**config.mk**
```make
export PLATFORM = sky130hd
export DESIGN_NAME = acsi_data_fifo
export DESIGN_NICKNAME = d
export VERILOG_FILES = /design/src/rtl/acsi_pkg.sv /design/src/rtl/acsi_sync_fifo.sv /design/src/rtl/acsi_data_fifo.sv
export SDC_FILE = /design/constraint.sdc
export NUM_CORES = 1
export LEC_CHECK = 0
export BUFFER_PORTS_ARGS = -buffer_cell sky130_fd_sc_hd__buf_2
export CORE_MARGIN = 8
export CORE_UTILIZATION = 63
export DETAILED_ROUTE_END_ITERATION = 6
export PLACE_DENSITY = 0.84
export SLEW_MARGIN = 10
export SYNTH_ARGS = -nofsm -noshare
export SYNTH_HDL_FRONTEND = slang
export SYNTH_HIERARCHICAL = 1
export SYNTH_SLANG_ARGS = --single-unit
```
**constraint.sdc**
```tcl
create_clock -name clock -period 5.2 [get_ports clock]
set_clock_uncertainty 0.15 [all_clocks]
set_input_delay 0.52 -clock clock [delete_from_list [all_inputs] [get_ports clock]]
set_output_delay 0.52 -clock clock [all_outputs]
set_load 0.05 [all_outputs]
```
**src/rtl/acsi_pkg.sv**
```systemverilog
// Shared definitions for the ACSI data-phase FIFO.
//   ACSI_BYTE_W  : width of one ACSI bus byte
//   acsi_state_t : data-phase handshake state encoding
//   acsi_in_xfer : true while a transfer is in progress (REQ/ACKWAIT/HOLD)
package acsi_pkg;

  localparam int ACSI_BYTE_W = 8;

  typedef enum logic [2:0] {
    ST_IDLE    = 3'd0,
    ST_REQ     = 3'd1,
    ST_ACKWAIT = 3'd2,
    ST_HOLD    = 3'd3,
    ST_DONE    = 3'd4
  } acsi_state_t;

  function automatic logic acsi_in_xfer(input acsi_state_t s);
    return (s == ST_REQ) || (s == ST_ACKWAIT) || (s == ST_HOLD);
  endfunction

endpackage

```
**src/rtl/acsi_sync_fifo.sv**
```systemverilog
// Synchronous FIFO with flush, used as the byte buffer between the AVR and
// the ACSI host.
//   i_clk / i_srst : clock, synchronous active-high reset
//   i_flush        : empties the FIFO (pointers and count to zero)
//   i_push/i_wdata : write strobe and data; ignored when full unless a pop
//                    happens in the same cycle
//   i_pop          : read strobe; ignored when empty
//   o_head         : current head entry, visible without read latency
//   o_count        : number of stored entries, 0..DEPTH
module acsi_sync_fifo #(
  parameter int DEPTH = 16,
  parameter int WIDTH = 8
) (
  input  logic                   i_clk,
  input  logic                   i_srst,
  input  logic                   i_flush,
  input  logic                   i_push,
  input  logic [WIDTH-1:0]       i_wdata,
  input  logic                   i_pop,
  output logic [WIDTH-1:0]       o_head,
  output logic [$clog2(DEPTH):0] o_count
);

  localparam int PTR_W = $clog2(DEPTH);
  localparam int CNT_W = PTR_W + 1;

  logic [WIDTH-1:0] r_mem [DEPTH];
  logic [PTR_W-1:0] r_rd_ptr;
  logic [PTR_W-1:0] r_wr_ptr;
  logic [CNT_W-1:0] r_count;

  logic w_empty;
  logic w_full;
  logic w_pop_ok;
  logic w_push_ok;

  assign w_empty   = (r_count == '0);
  assign w_full    = (r_count == CNT_W'(DEPTH));
  assign w_pop_ok  = i_pop && !w_empty;
  // When full, a same-cycle pop frees the slot first, so the push is kept.
  assign w_push_ok = i_push && (!w_full || w_pop_ok);

  // Storage has no reset; only the pointers/count define what is valid.
  always_ff @(posedge i_clk) begin
    if (w_push_ok && !i_flush) begin
      r_mem[r_wr_ptr] <= i_wdata;
    end
  end

  // Pointers wrap naturally because DEPTH is a power of two.
  always_ff @(posedge i_clk) begin
    if (i_srst || i_flush) begin
      r_rd_ptr <= '0;
      r_wr_ptr <= '0;
      r_count  <= '0;
    end else begin
      if (w_push_ok) begin
        r_wr_ptr <= r_wr_ptr + PTR_W'(1);
      end
      if (w_pop_ok) begin
        r_rd_ptr <= r_rd_ptr + PTR_W'(1);
      end
      case ({w_push_ok, w_pop_ok})
        2'b10:   r_count <= r_count + CNT_W'(1);
        2'b01:   r_count <= r_count - CNT_W'(1);
        default: r_count <= r_count;
      endcase
    end
  end

  // The host samples the head while DRQ is asserted, so it must be visible
  // combinationally rather than through a registered RAM read.
  assign o_head  = r_mem[r_rd_ptr];
  assign o_count = r_count;

endmodule

```
**src/rtl/acsi_data_fifo.sv**
```systemverilog
// ACSI data-phase engine: buffers bytes between the AVR and the Atari host
// and runs the DRQ/ACK DMA handshake.
//   clock, reset        : sole clock, synchronous active-high reset
//   dir                 : 0 host writes (host->AVR), 1 host reads (AVR->host)
//   start, abort        : one-cycle pulses; start loads xfer_len and flushes
//   xfer_len            : byte count of the data phase (0 = nothing to move)
//   a_wr/a_wdata        : AVR push (dir=1)
//   a_rd/a_rdata        : AVR pop (dir=0), a_rdata is the FIFO head
//   a_int               : AVR may strobe now
//   f_ack_n             : asynchronous host acknowledge (active low)
//   f_wdata/f_rdata     : host-side data in/out, f_oe enables bus drive
//   f_drq_n             : active-low DMA request to the host
//   remaining/done/err  : bytes left, phase complete, sticky misuse flag
module acsi_data_fifo
  import acsi_pkg::*;
#(
  parameter int DEPTH = 16,
  parameter int LEN_W = 16
) (
  input  logic                   clock,
  input  logic                   reset,
  input  logic                   dir,
  input  logic                   start,
  input  logic                   abort,
  input  logic [LEN_W-1:0]       xfer_len,
  input  logic                   a_wr,
  input  logic [ACSI_BYTE_W-1:0] a_wdata,
  input  logic                   a_rd,
  output logic [ACSI_BYTE_W-1:0] a_rdata,
  output logic                   a_int,
  input  logic                   f_ack_n,
  input  logic [ACSI_BYTE_W-1:0] f_wdata,
  output logic [ACSI_BYTE_W-1:0] f_rdata,
  output logic                   f_oe,
  output logic                   f_drq_n,
  output logic [LEN_W-1:0]       remaining,
  output logic                   done,
  output logic                   err
);

  localparam int CNT_W = $clog2(DEPTH) + 1;

  acsi_state_t      r_state;
  logic             r_dir;
  logic             r_drq_n;
  logic             r_oe;
  logic             r_done;
  logic             r_err;
  logic             r_a_int;
  logic [LEN_W-1:0] r_remaining;
  logic             r_ack_meta;
  logic             r_ack_s;

  logic [CNT_W-1:0]       w_count;
  logic                   w_empty;
  logic                   w_full;
  logic                   w_active;
  logic                   w_host_xfer;
  logic                   w_host_pop;
  logic                   w_host_push;
  logic                   w_avr_wr_ok;
  logic                   w_avr_rd_ok;
  logic                   w_avr_bad;
  logic                   w_push;
  logic                   w_pop;
  logic                   w_flush;
  logic [ACSI_BYTE_W-1:0] w_push_data;
  logic [ACSI_BYTE_W-1:0] w_head;

  // Two-flop synchronizer; idles high so a reset never looks like an ACK.
  always_ff @(posedge clock) begin
    if (reset) begin
      r_ack_meta <= 1'b1;
      r_ack_s    <= 1'b1;
    end else begin
      r_ack_meta <= f_ack_n;
      r_ack_s    <= r_ack_meta;
    end
  end

  assign w_empty  = (w_count == '0);
  assign w_full   = (w_count == CNT_W'(DEPTH));
  assign w_active = acsi_in_xfer(r_state);

  // The byte moves on the edge where ack_s becomes 0 (first flop already
  // low), so DRQ is released on that same edge and never overlaps ack_s=0.
  assign w_host_xfer = (r_state == ST_ACKWAIT) && !r_ack_meta;
  assign w_host_pop  = w_host_xfer && r_dir;
  assign w_host_push = w_host_xfer && !r_dir;

  assign w_avr_wr_ok = a_wr && w_active && r_dir && (!w_full || w_host_pop);
  assign w_avr_rd_ok = a_rd && w_active && !r_dir && !w_empty;
  assign w_avr_bad   = (a_wr && !w_avr_wr_ok) || (a_rd && !w_avr_rd_ok);

  assign w_push      = w_avr_wr_ok || w_host_push;
  assign w_pop       = w_avr_rd_ok || w_host_pop;
  assign w_push_data = r_dir ? a_wdata : f_wdata;
  assign w_flush     = start || abort;

  acsi_sync_fifo #(
    .DEPTH (DEPTH),
    .WIDTH (ACSI_BYTE_W)
  ) u_fifo (
    .i_clk   (clock),
    .i_srst  (reset),
    .i_flush (w_flush),
    .i_push  (w_push),
    .i_wdata (w_push_data),
    .i_pop   (w_pop),
    .o_head  (w_head),
    .o_count (w_count)
  );

  always_ff @(posedge clock) begin
    if (reset) begin
      r_state     <= ST_IDLE;
      r_dir       <= 1'b0;
      r_drq_n     <= 1'b1;
      r_oe        <= 1'b0;
      r_done      <= 1'b0;
      r_err       <= 1'b0;
      r_a_int     <= 1'b0;
      r_remaining <= '0;
    end else if (abort) begin
      // err is deliberately kept so the AVR can inspect it after aborting.
      r_state     <= ST_IDLE;
      r_drq_n     <= 1'b1;
      r_oe        <= 1'b0;
      r_done      <= 1'b0;
      r_a_int     <= 1'b0;
      r_remaining <= '0;
    end else if (start) begin
      r_dir       <= dir;
      r_err       <= 1'b0;
      r_a_int     <= 1'b0;
      r_drq_n     <= 1'b1;
      r_remaining <= xfer_len;
      if (xfer_len != '0) begin
        r_state <= ST_REQ;
        r_oe    <= dir;
        r_done  <= 1'b0;
      end else begin
        r_state <= ST_DONE;
        r_oe    <= 1'b0;
        r_done  <= 1'b1;
      end
    end else begin
      if (w_avr_bad) begin
        r_err <= 1'b1;
      end
      r_a_int <= w_active && (r_dir ? !w_full : !w_empty);
      case (r_state)
        ST_REQ: begin
          // Both synchronizer flops high: ack_s stays 1 across the edge
          // that asserts DRQ.
          if (r_ack_s && r_ack_meta && (r_dir ? !w_empty : !w_full)) begin
            r_drq_n <= 1'b0;
            r_state <= ST_ACKWAIT;
          end
        end
        ST_ACKWAIT: begin
          if (w_host_xfer) begin
            r_drq_n     <= 1'b1;
            r_remaining <= r_remaining - LEN_W'(1);
            r_state     <= ST_HOLD;
          end
        end
        ST_HOLD: begin
          if (r_ack_s) begin
            if (r_remaining != '0) begin
              r_state <= ST_REQ;
            end else if (r_dir || w_empty) begin
              // Host-write phases finish only once the AVR has drained.
              r_state <= ST_DONE;
              r_done  <= 1'b1;
              r_oe    <= 1'b0;
            end
          end
        end
        default: begin
          r_state <= r_state;
        end
      endcase
    end
  end

  assign a_rdata   = w_head;
  assign f_rdata   = w_head;
  assign a_int     = r_a_int;
  assign f_oe      = r_oe;
  assign f_drq_n   = r_drq_n;
  assign remaining = r_remaining;
  assign done      = r_done;
  assign err       = r_err;

endmodule

```
==> flow_metrics.env <==
export IMPL_run_status="finished clean"
export IMPL_number_of_buffers_added_by_the_clock_tree_synthesis_step=17
export IMPL_worst_endpoint_required_ns=4.53
export IMPL_totalWireLength_mm=16.5
export IMPL_setup_tns_ns=0
export IMPL_layout_setup_ws_ns=1.61
export IMPL_wire_length_of_the_first_global_routing_pass_mm=26.0
export IMPL_ff2ff_setup_slack_ns=1.70
export IMPL_antenna_diode_count=0
export IMPL_slew_violations=0
export IMPL_gr_usage_all_layers_pct=21.4
export IMPL_hold_path_startpoint="f_ack_n"
export IMPL_path_clk_slew_ns=0.06
export IMPL_worst_hold_path_num_cells=2
export IMPL_power_sequential_fraction_pct=53.6
export IMPL_powerDensity_nw_per_um2=326
export IMPL_route_detailed_drc=0
export IMPL_final_estimated_routing_congestion_in_global_placement=0.873
export IMPL_worst_slew_slack_as_a_fraction_of_its_limit_pct=40.7
export IMPL_yosysWarnings=6
export IMPL_critPathArrivalTime_ns=2.92
export IMPL_grt_most_used_layer="met2"
export IMPL_synth_area_um2=7600
export IMPL_floorplan_io_pins=77
export IMPL_post_synth_top_count_cell="edfxtp_1"
export IMPL_synth_commonest_cells="128 x edfxtp_1, 47 x nor2_1, 44 x dfxtp_1, 32 x mux4_2, 28 x nand2_1"
export IMPL_synthesis_area_per_instance_um2=14.5
export IMPL_met2_usage_pct=35.6
export IMPL_r2r_cells=11
export IMPL_cts_tree="yes"
export IMPL_synth_largest_area_cell="edfxtp_1"
export IMPL_place_worst_setup_slack_ns=1.77
export IMPL_pwr_share_clk_pct=41.2
export IMPL_synth_lib_cells_used_distinct=63
export IMPL_drt_wirelength_per_cell_um=21.7
export IMPL_final_seq_area_um2=4730
export IMPL_synth_top_cell_area_share_pct=50.6
export IMPL_vdd_ir_drop_max_v=0.000184
export IMPL_ctsHoldBuffers=0
export IMPL_syn_inst=526
export IMPL_timing_fmax_mhz=279
export IMPL_layout_drive_gt1_share_pct=29.6
export IMPL_net_switching_power_w=0.000614
export IMPL_post_drt_via_cell_ratio=6.29
export IMPL_grt_start_max_net_pins=30
export IMPL_post_synth_edffs=128
export IMPL_critical_path_reg2reg_startpoint="u_fifo/o_count[1]"
export IMPL_area_taken_by_multi_input_logic_gates_um2=2680
export IMPL_cts_sinks=172
export IMPL_synth_ff_latch_count=172
export IMPL_power_static_leakage_nw=2.95
export IMPL_global_route_met3_usage_pct=6.24
export IMPL_grt_pass1_vias=4907
export IMPL_drt_iter0_markers=433
export IMPL_clock_path_buffers=2
export IMPL_post_cts_resized=0
export IMPL_area_of_the_core_um2=11900
export IMPL_critical_path_max_fanout=24
export IMPL_p_int_w=0.00219
export IMPL_synth_flop_cell="edfxtp_1"
export IMPL_critPathKind="register to output pin"
export IMPL_grt_setup_unrepaired="false"
export IMPL_postSynthNetCount=576
export IMPL_buffer_ports_inserted=76
export IMPL_start_util_pct=63.8
export IMPL_routed_via_count=4766
export IMPL_share_of_the_yosys_chip_area_belonging_to_registers_pct=62.1
export IMPL_max_slew_worst_pin_slew_ns=0.888
export IMPL_number_of_antenna_violations_at_the_first_check_in_global_routing=0
export IMPL_synth_top_cells_by_area="edfxtp_1 51%, dfxtp_1 12%, mux4_2 9.5%"
export IMPL_post_dp_hpwl_mm=11.0
export IMPL_htree_levels=4
export IMPL_reg2reg_to="u_fifo/o_count[4]"
export IMPL_chipWidth_um=126
export IMPL_filler_cell_count=780
export IMPL_grt_overflow_total=0
export IMPL_die_height_um=126
export IMPL_syn_to_final_growth_pct=13.2
export IMPL_power_frac_comb_pct=5.2
export IMPL_power_switching_share_pct=21.9
export IMPL_maxCapViolCount=0
export IMPL_ys_async_sr_fraction_pct=0
export IMPL_timing_critical_path_to_type="output pin"
export IMPL_die_area_um2=15800
export IMPL_holdWs_ns=0.124
export IMPL_root_buffer="clkbuf_16"
export IMPL_global_route_usage_met1_pct=26.5
export IMPL_timing_hold_worst_class="primary input to register"
export IMPL_finalSetupViolCount=0
export IMPL_crit_path_start_kind="register"
export IMPL_final_hold_violation_count=0
export IMPL_layout_min_cycle_time_ns=3.59
export IMPL_clock_insertion_delay_worst_skew_ns=0.42
export IMPL_cts_repair_timing_setup_buffer_count=0
export IMPL_layout_worst_path_cycle_share_pct=69.0
export IMPL_antenna_left=0
export IMPL_fin_nets=648
export IMPL_hold_path_end="r_ack_meta"
export IMPL_row_count=40
export IMPL_detailedRoute_firstPassIterationCount=5
layout by cell type (no fill, tap or decap), drive strengths merged, types with 5 or more instances in the layout:
cell / instances
a21oi: 22
a22oi: 16
buf: 83
clkbuf: 22
clkinvlp: 5
dfxtp: 44
edfxtp: 128
ha: 9
inv: 12
mux2: 9
mux2i: 8
mux4: 32
nand2: 28
nand3: 13
nand4: 5
nor2: 52
nor2b: 6
nor3: 8
nor4: 13
o211ai: 5
o21ai: 14
or2: 8
xnor2: 15
xor2: 5
layout make-up:
type                    instances  share of cell area, %
inverters                      12                  0.523
clock inverters                10                   1.10
repair buffers                 83                   5.03
clock buffers                  22                   5.16
multi-input cells             312                   31.1
well taps                     147                   2.14
flip-flops and latches        172                   54.9
worst max-delay path by stage:
stage                            from                  to  slack [ns]
CTS                          register          a_rdata[1]        1.56
floorplan                  r_state[2]  u_fifo/r_mem[3][0]        1.89
finish                       register          f_rdata[5]        1.61
global route                 register          a_rdata[5]        1.40
detailed placement  u_fifo/o_count[1]   u_fifo/o_count[4]        1.77
global placement    u_fifo/o_count[1]   u_fifo/o_count[4]        1.92
flip-flops by register name, summed over array words and instances (netlist names), 3 cells and up, named ones only:
name,flops
u_fifo/o_count,5
u_fifo/r_rd_ptr,4
u_fifo/r_mem,128
remaining,16
u_fifo/r_wr_ptr,4
r_state,3
layer usage:
layer	vias to the layer above	wire, um	part of all wire (%)
li1	2168	-	-
met1	2351	6900	42
met2	217	8070	49
met3	30	1140	6.9
met4	0	353	2.1
met5	-	0	0
cell families (layout without fill, tap and decap cells):
group / after synthesis / in the layout / synth area share, %
adders and majority gates: 10 / 10 / 1.74
xor gates and xnor gates: 20 / 20 / 2.30
DFF: 172 / 172 / 62.1
buffers and inverters: 42 / 127 / 2.62
and+or+nand+nor: 153 / 153 / 12.0
muxes: 49 / 49 / 11.9
AOI/OAI and AO/OA: 80 / 80 / 7.31
power groups by stage:
stage | sequential, W | clock, W | combinational [W]
floorplan | 0.00155 | 0 | 0.0000768
global placement | 0.00153 | 0 | 0.000139
detailed placement | 0.00153 | 0 | 0.000144
CTS | 0.00150 | 0.00117 | 0.000146
global route | 0.00150 | 0.00122 | 0.000158
finish | 0.00150 | 0.00116 | 0.000146
critical path, cell delays in order (launching register included):
cell,delay (ns)
dfxtp_2,0.88
buf_4,0.35
mux4_2,0.54
a22oi_1,0.35
nand2_1,0.12
buf_2,0.24
stage by stage:
step                cell area, um^2  utilization (%)  total power, W  instances
CTS                            8610             72.3         0.00282        758
detailed placement             8070             67.7         0.00168        726
finish                         8610             72.3         0.00281        758
floorplan                      7600                -         0.00162        526
global placement               8070             67.7         0.00167        726
global route                   8610             72.3         0.00288        758
Note: power is estimated with default switching activity, not from simulation.
